File: src/rtl/apb_req_arbiter.sv
// Two-port round-robin APB3 master: arbitrates between two command ports, runs SETUP/ACCESS,
// decodes 16 PSEL slots from PADDR[27:24] and aborts transfers to slaves that stall too long.
module apb_req_arbiter #(
  parameter int unsigned TIMEOUT = 255,
  parameter int unsigned CNT_W   = 8
) (
  input  logic        HCLK,
  input  logic        HRESETN,
  input  logic        REQ0,
  input  logic        WRITE0,
  input  logic [31:0] ADDR0,
  input  logic [31:0] WDATA0,
  output logic        ACK0,
  input  logic        REQ1,
  input  logic        WRITE1,
  input  logic [31:0] ADDR1,
  input  logic [31:0] WDATA1,
  output logic        ACK1,
  output logic [31:0] RDATA,
  output logic        ERR,
  output logic        GNT_ID,
  output logic        BUSY,
  output logic [15:0] PSEL,
  output logic [31:0] PADDR,
  output logic        PWRITE,
  output logic        PENABLE,
  output logic [31:0] PWDATA,
  input  logic [31:0] PRDATA,
  input  logic        PREADY,
  input  logic        PSLVERR
);

  localparam logic [1:0] StIdle   = 2'd0;
  localparam logic [1:0] StSetup  = 2'd1;
  localparam logic [1:0] StAccess = 2'd2;
  localparam logic [1:0] StDone   = 2'd3;

  // Counter value seen on the wait cycle that must abort; unused when TIMEOUT is 0.
  localparam logic [CNT_W-1:0] TimeoutLast = (TIMEOUT == 0) ? '0 : CNT_W'(TIMEOUT - 1);

  logic [1:0]       state_q, state_d;
  logic [CNT_W-1:0] cnt_q, cnt_d;

  logic        ack0_d, ack1_d, err_d, gnt_d, busy_d, pwrite_d, penable_d;
  logic [31:0] rdata_d, paddr_d, pwdata_d;
  logic [15:0] psel_d;

  logic        pick;
  logic [31:0] sel_addr;

  always_comb begin
    // Both requesting: the one not granted last time wins.
    pick     = (REQ0 && REQ1) ? ~GNT_ID : REQ1;
    sel_addr = pick ? ADDR1 : ADDR0;

    state_d   = state_q;
    cnt_d     = cnt_q;
    ack0_d    = 1'b0;
    ack1_d    = 1'b0;
    rdata_d   = RDATA;
    err_d     = ERR;
    gnt_d     = GNT_ID;
    psel_d    = PSEL;
    paddr_d   = PADDR;
    pwrite_d  = PWRITE;
    penable_d = PENABLE;
    pwdata_d  = PWDATA;

    case (state_q)
      StIdle: begin
        if (REQ0 || REQ1) begin
          gnt_d    = pick;
          paddr_d  = sel_addr;
          pwrite_d = pick ? WRITE1 : WRITE0;
          pwdata_d = pick ? WDATA1 : WDATA0;
          psel_d   = 16'h0001 << sel_addr[27:24];
          state_d  = StSetup;
        end
      end
      StSetup: begin
        penable_d = 1'b1;
        cnt_d     = '0;
        state_d   = StAccess;
      end
      StAccess: begin
        if (PREADY) begin
          rdata_d   = PRDATA;
          err_d     = PSLVERR;
          psel_d    = '0;
          penable_d = 1'b0;
          ack0_d    = ~GNT_ID;
          ack1_d    = GNT_ID;
          state_d   = StDone;
        end else begin
          cnt_d = cnt_q + CNT_W'(1);
          if ((TIMEOUT != 0) && (cnt_q == TimeoutLast)) begin
            rdata_d   = '0;
            err_d     = 1'b1;
            psel_d    = '0;
            penable_d = 1'b0;
            ack0_d    = ~GNT_ID;
            ack1_d    = GNT_ID;
            state_d   = StDone;
          end
        end
      end
      default: begin
        state_d = StIdle;
      end
    endcase

    busy_d = (state_d != StIdle);
  end

  always_ff @(posedge HCLK or negedge HRESETN) begin
    if (!HRESETN) begin
      state_q <= StIdle;
      cnt_q   <= '0;
      ACK0    <= 1'b0;
      ACK1    <= 1'b0;
      RDATA   <= '0;
      ERR     <= 1'b0;
      GNT_ID  <= 1'b1;
      BUSY    <= 1'b0;
      PSEL    <= '0;
      PADDR   <= '0;
      PWRITE  <= 1'b0;
      PENABLE <= 1'b0;
      PWDATA  <= '0;
    end else begin
      state_q <= state_d;
      cnt_q   <= cnt_d;
      ACK0    <= ack0_d;
      ACK1    <= ack1_d;
      RDATA   <= rdata_d;
      ERR     <= err_d;
      GNT_ID  <= gnt_d;
      BUSY    <= busy_d;
      PSEL    <= psel_d;
      PADDR   <= paddr_d;
      PWRITE  <= pwrite_d;
      PENABLE <= penable_d;
      PWDATA  <= pwdata_d;
    end
  end

endmodule

File: config.mk
export PLATFORM = sky130hd
export DESIGN_NAME = apb_req_arbiter
export DESIGN_NICKNAME = d
export VERILOG_FILES = /design/src/rtl/apb_req_arbiter.sv
export SDC_FILE = /design/constraint.sdc
export NUM_CORES = 1
export LEC_CHECK = 0
export CAP_MARGIN = 10
export CORE_MARGIN = 2
export CORE_UTILIZATION = 41
export DETAILED_ROUTE_END_ITERATION = 12
export PLACE_DENSITY = 0.89
export SLEW_MARGIN = 20
export SYNTH_ARGS = -nofsm -noshare
export SYNTH_HDL_FRONTEND = slang
export SYNTH_SLANG_ARGS = --single-unit
File: constraint.sdc
create_clock -name HCLK -period 2.4 [get_ports HCLK]
set_input_delay 0.24 -clock HCLK [delete_from_list [all_inputs] [get_ports HCLK]]
set_output_delay 0.24 -clock HCLK [all_outputs]
set_load 0.05 [all_outputs]
* Word level (Yosys, flattened, before mapping) *
Cells that the tools add are included.

operators by class
  add/subtract/negate cells = 1
  multipliers = 0
  divide/modulo/power cells = 0
  order comparisons = 0
  eq/ne operators = 6
  shift operators = 1
  muxes and demuxes = 27
  bitwise operators = 1
  reduce and logical (&&, ||, !) cells = 12

operators by type and width
  kind                                                                 count
  32-bit 2-to-1 mux                                                    4
  16-bit 2-to-1 mux                                                    3
  16-bit one-hot mux with 2 select lines                               1
  8-bit one-hot mux with 2 select lines                                1
  1-bit by 4-bit left shift with 16-bit output (first input constant)  1
  1-bit 2-to-1 mux                                                     12
  8-bit by 1-bit adder with 8-bit output (second input constant)       1
  8-bit == test (second input constant)                                1
  8-bit 2-to-1 mux                                                     1
  2-bit AND reduction                                                  4
  2-bit nonzero test                                                   4
  2-bit 2-to-1 mux                                                     3
  2-bit one-hot mux with 3 select lines                                1
  2-bit != test (second input constant)                                2
  3-bit != test (second input constant)                                1
  3-bit AND reduction                                                  1
  2-bit by 1-bit == test with 1-bit output (second input constant)     1
  2-bit == test (second input constant)                                1
  2-bit zero test                                                      1
  1-bit one-hot mux with 2 select lines                                1
  1-bit logical AND                                                    1
  1-bit logical OR                                                     1
  1-bit inverter                                                       1

word-level totals
  bits in registers = 129
  latch bits = 0
  bits in writable memories = 0
  bits in read-only memories = 0
  bits of input ports = 168
  word-level logic and storage cells = 61
  memories = 0

* Longest topological paths before layout *
  depth in word-level cells = 6
  gate-level depth with buffers = 7
  gate-level depth less buffers = 6

* Least setup slack after synthesis *
Ideal clock, no wire load.

  path kind = reg2reg
  from = reg GNT_ID
  to = reg PSEL[1]
  data arrival time = 1569 ps
  data required time = 2273 ps
  path slack = 704 ps
  cell stages (with the launch flop) = 7
  buffers on the path = 2
  clock period less this slack = 1696 ps
  path through = dfstp_2 -> a21boi_1 -> buf_4 -> buf_8 -> nand3_1 -> nor2_1 -> a221o_2

between the ends
  cells in the longest elaborated chain, start to end = 6

RTL lines
  element                                       line  RTL
  from (decl)                                   21    output logic GNT_ID,
  from (signal assigned)                        137   GNT_ID <= gnt_d;
  1-bit inverter                                53    pick = (REQ0 && REQ1) ? ~GNT_ID : REQ1;
  1-bit 2-to-1 mux                              53
  32-bit 2-to-1 mux                             54    sel_addr = pick ? ADDR1 : ADDR0;
  1-bit by 4-bit left shift with 16-bit output  76    psel_d = 16'h0001 << sel_addr[27:24];
  16-bit 2-to-1 mux                             71    if (REQ0 || REQ1) begin
  16-bit one-hot mux with 2 select lines        69    case (state_q)
  to (signal assigned)                          139   PSEL <= psel_d;
  to (decl)                                     23    output logic [15:0] PSEL,

Every way passes these cells. The select of a mux whose other input is x is not followed.
A chain may end at the register's enable or synchronous reset.

* Final worst setup path *
  from = reg GNT_ID
  to = out GNT_ID

No word-level cell between the ends.

==> impl_metrics.py <==
metrics = {
    "outcome": {
        "status": "finished clean",
    },
    "cts": {
        "cts_buffers": 17,
        "root_buffer": "clkbuf_16",
        "clk_latency_ps": 420,
        "cts_sinks": 129,
        "path_clk_slew_ps": 60,
        "cts-htree-levels": 4,
        "clk_path_buf_depth": 2,
        "cts_tree": "done",
    },
    "drt": {
        "drt-total-wl_um": 17400,
        "dr.pass1.iters": 4,
        "dr_total_vias": 5041,
        "vias_per_cell": 5.10,
        "drcViolationCount": 0,
        "first_iter_violations": 242,
        "routedWlPerCell_um": 17.6,
        "postRouteAntennaNets": 0,
    },
    "sta": {
        "setup_violations": 0,
        "maxSlewViolCount": 0,
        "worstMarginPinSlew_ps": 726,
        "fin_crit_ps": 2130,
        "fin_crit_sh_pct": 88.8,
        "fin_tns_setup_ps": 0,
        "fmax_ghz": 0.469,
        "setup_ws_ps": 270,
        "hold_viol": 0,
        "rsz0062_at_grt": "false",
        "fin_skew_ps": 8.25,
        "max_slew_margin_pct": 51.6,
    },
    "worst_hold_path": {
        "hold_class": "primary input to async pin",
    },
    "die": {
        "die_area_mm2": 0.0150,
        "fp.coreArea_mm2": 0.0138,
        "io_pins": 287,
        "rows": 43,
        "start_util_pct": 41.7,
        "die_w_um": 122,
        "die_h_um": 122,
    },
    "critical_path": {
        "path_class": "flip-flop to output pin",
        "start_kind": "flip-flop",
        "end_kind": "output pin",
        "worst-path-stages": 1,
        "r2r_cells": 6,
        "worst-path-buf-inv": 1,
        "required_ps": 2160,
        "cp_slowest_cell": "clkdlybuf4s50_1",
        "critPathMaxFanout": 7,
        "cp.arrival_ps": 1890,
        "crit_family": "buffers and inverters",
        "max_stage_delay_ps": 840,
        "path_cells": "clkdlybuf4s50_1",
    },
    "power": {
        "power.density_mw_per_mm2": 1470,
        "power_mw": 13.9,
        "leakagePower_nw": 4.10,
        "vdd_drop_max_v": 0.000944,
    },
    "global_route": {
        "grt_use_total_pct": 23.4,
        "grtUsageMet3_pct": 6.83,
        "grt_pass1_wl_um": 26700,
        "grt_util_met2_pct": 39.9,
        "grt_pass1_vias": 5118,
        "antenna_found_initial": 0,
        "use_met1_pct": 27.5,
        "grt_overflow_total": 0,
        "grt_max_degree": 91,
        "grt_busiest_layer": "met2",
    },
    "synth": {
        "synth_most_common_cell": "dfrtp_1",
        "yosysUniqueCellTypes": 41,
        "yosys.area.top_type": "dfrtp_1",
        "ys.flop_type": "dfrtp_1",
        "synthTopCellsByCount": "128 x dfrtp_1, 73 x nand2_1, 66 x mux2i_1, 64 x o21ai_0, 32 x a22o_1",
        "synth-seq-area-share_pct": 56.2,
        "syn_area_mm2": 0.00574,
        "syn_nets": 685,
        "avgSynthCellArea_um2": 11.2,
        "synth_area_leaders": "dfrtp_1 56%, mux2i_1 12%, o21ai_0 5.6%",
        "async_flop_share_pct": 100,
        "synth.top_cell.area_share_pct": 55.8,
        "synth_edf_count": 0,
        "synth_warnings": 0,
        "synthCells": 511,
        "synth-seq-cells": 129,
    },
    "job": {
        "max-cap-violations": 0,
    },
    "placement": {
        "dp_hpwl_um": 12800,
        "portBuffers": 286,
        "place_ws_ps": 343,
        "place_congestion": 0.896,
    },
    "final_layout": {
        "drive_above_1_share_pct": 7.05,
        "fin_util_pct": 68.7,
        "nets": 970,
        "fillers": 1067,
        "area_growth_pct": 64.7,
        "multiInputGateArea_mm2": 0.00228,
        "diodes": 0,
        "seqCellArea_mm2": 0.00323,
    },
}
## cell families (layout without fill, tap and decap cells)
group           after synthesis  count (layout)  share of synthesized area, %
compound gates              135             135                          15.9
fa+ha+maj                     6               6                          1.31
buf+inv                      41             339                          4.53
flops                       129             129                          56.2
mux                          66              66                          11.5
simple gates                134             134                          10.5
## power by group
part	internal (mW)	total, mW	leakage (nW)	switching (mW)
clock network	2.06	3.02	0.324	0.961
logic	2.48	7.21	2.15	4.73
registers	3.11	3.64	1.63	0.533
## cells in the final DEF, fill, tap and decap left out, drive strengths merged, types with 3 or more instances in the layout
cell,instances
clkdlybuf4s50,285
dfrtp,128
nand2,74
o21ai,72
mux2i,66
a22o,32
nor2,21
clkbuf,19
a221o,16
buf,12
inv,9
nand3,7
bufinv,7
nor3,6
ha,6
nor2b,6
a21oi,5
nand2b,5
nand4,5
o31ai,3
clkinvlp,3
clkinv,3
## worst reg2reg max path, cell delays in order (launching register included)
cell and delay, ps:
dfrtp_1 410, inv_1 80, ha_1 360, nor2b_1 230, o21ai_1 140, o21ai_2 260
a221o_2 460
## layer usage
metal | up-vias | share of wire (%)
li1 | 2396 | -
met1 | 2384 | 39
met2 | 218 | 50
met3 | 43 | 7.6
met4 | 0 | 3.0
met5 | - | 0
## timing repair
item | 4_1_cts | 5_1_grt
endpoints found under the hold margin | 19 | 0
hold buffers | 1 | 0
resized for setup | 0 | 0
setup buffers | 0 | 0
## final cells by class
cell class | count | share of cell area, %
flip-flops and latches | 129 | 34.1
repair buffers | 298 | 31.7
multi-input cells | 341 | 24.1
clock buffers | 19 | 4.58
clock inverters | 13 | 2.74
well taps | 180 | 2.38
inverters | 9 | 0.357
## worst paths after layout
check / startpoint / endpoint / slack (ps)
setup / recovery: GNT_ID$_DFFE_PN1P_ / GNT_ID / 270
min in group HCLK: PSLVERR / ERR$_DFFE_PN0P_ / 360
hold / removal: HRESETN / PADDR[19]$_DFFE_PN0P_ / 260
hold reg to reg: PWDATA[21]$_DFFE_PN0P_ / PWDATA[21]$_DFFE_PN0P_ / 470
setup reg to reg: state_q[0]$_DFF_PN0_ / PSEL[3]$_DFFE_PN0P_ / 350
max in group asynchronous: HRESETN / GNT_ID$_DFFE_PN1P_ / 1370
## sequential cells by signal (all words and copies together), names as in the netlist
signal	cells
ACK0	1
ACK1	1
BUSY	1
ERR	1
GNT_ID	1
PADDR	32
PENABLE	1
PSEL	16
PWDATA	32
PWRITE	1
RDATA	32
cnt_q	8
state_q	2
## per-stage QoR
stage | hold WS [ps] | cell area [µm²] | std cells
after floorplan | -55.6 | 5740 | 511
after CTS | 258 | 9460 | 989
after detailed placement | 150 | 8760 | 956
after global routing | 285 | 9460 | 989
after global placement | 143 | 8760 | 956
final | 262 | 9460 | 989
No activity file was read; power rests on OpenSTA's default activity.
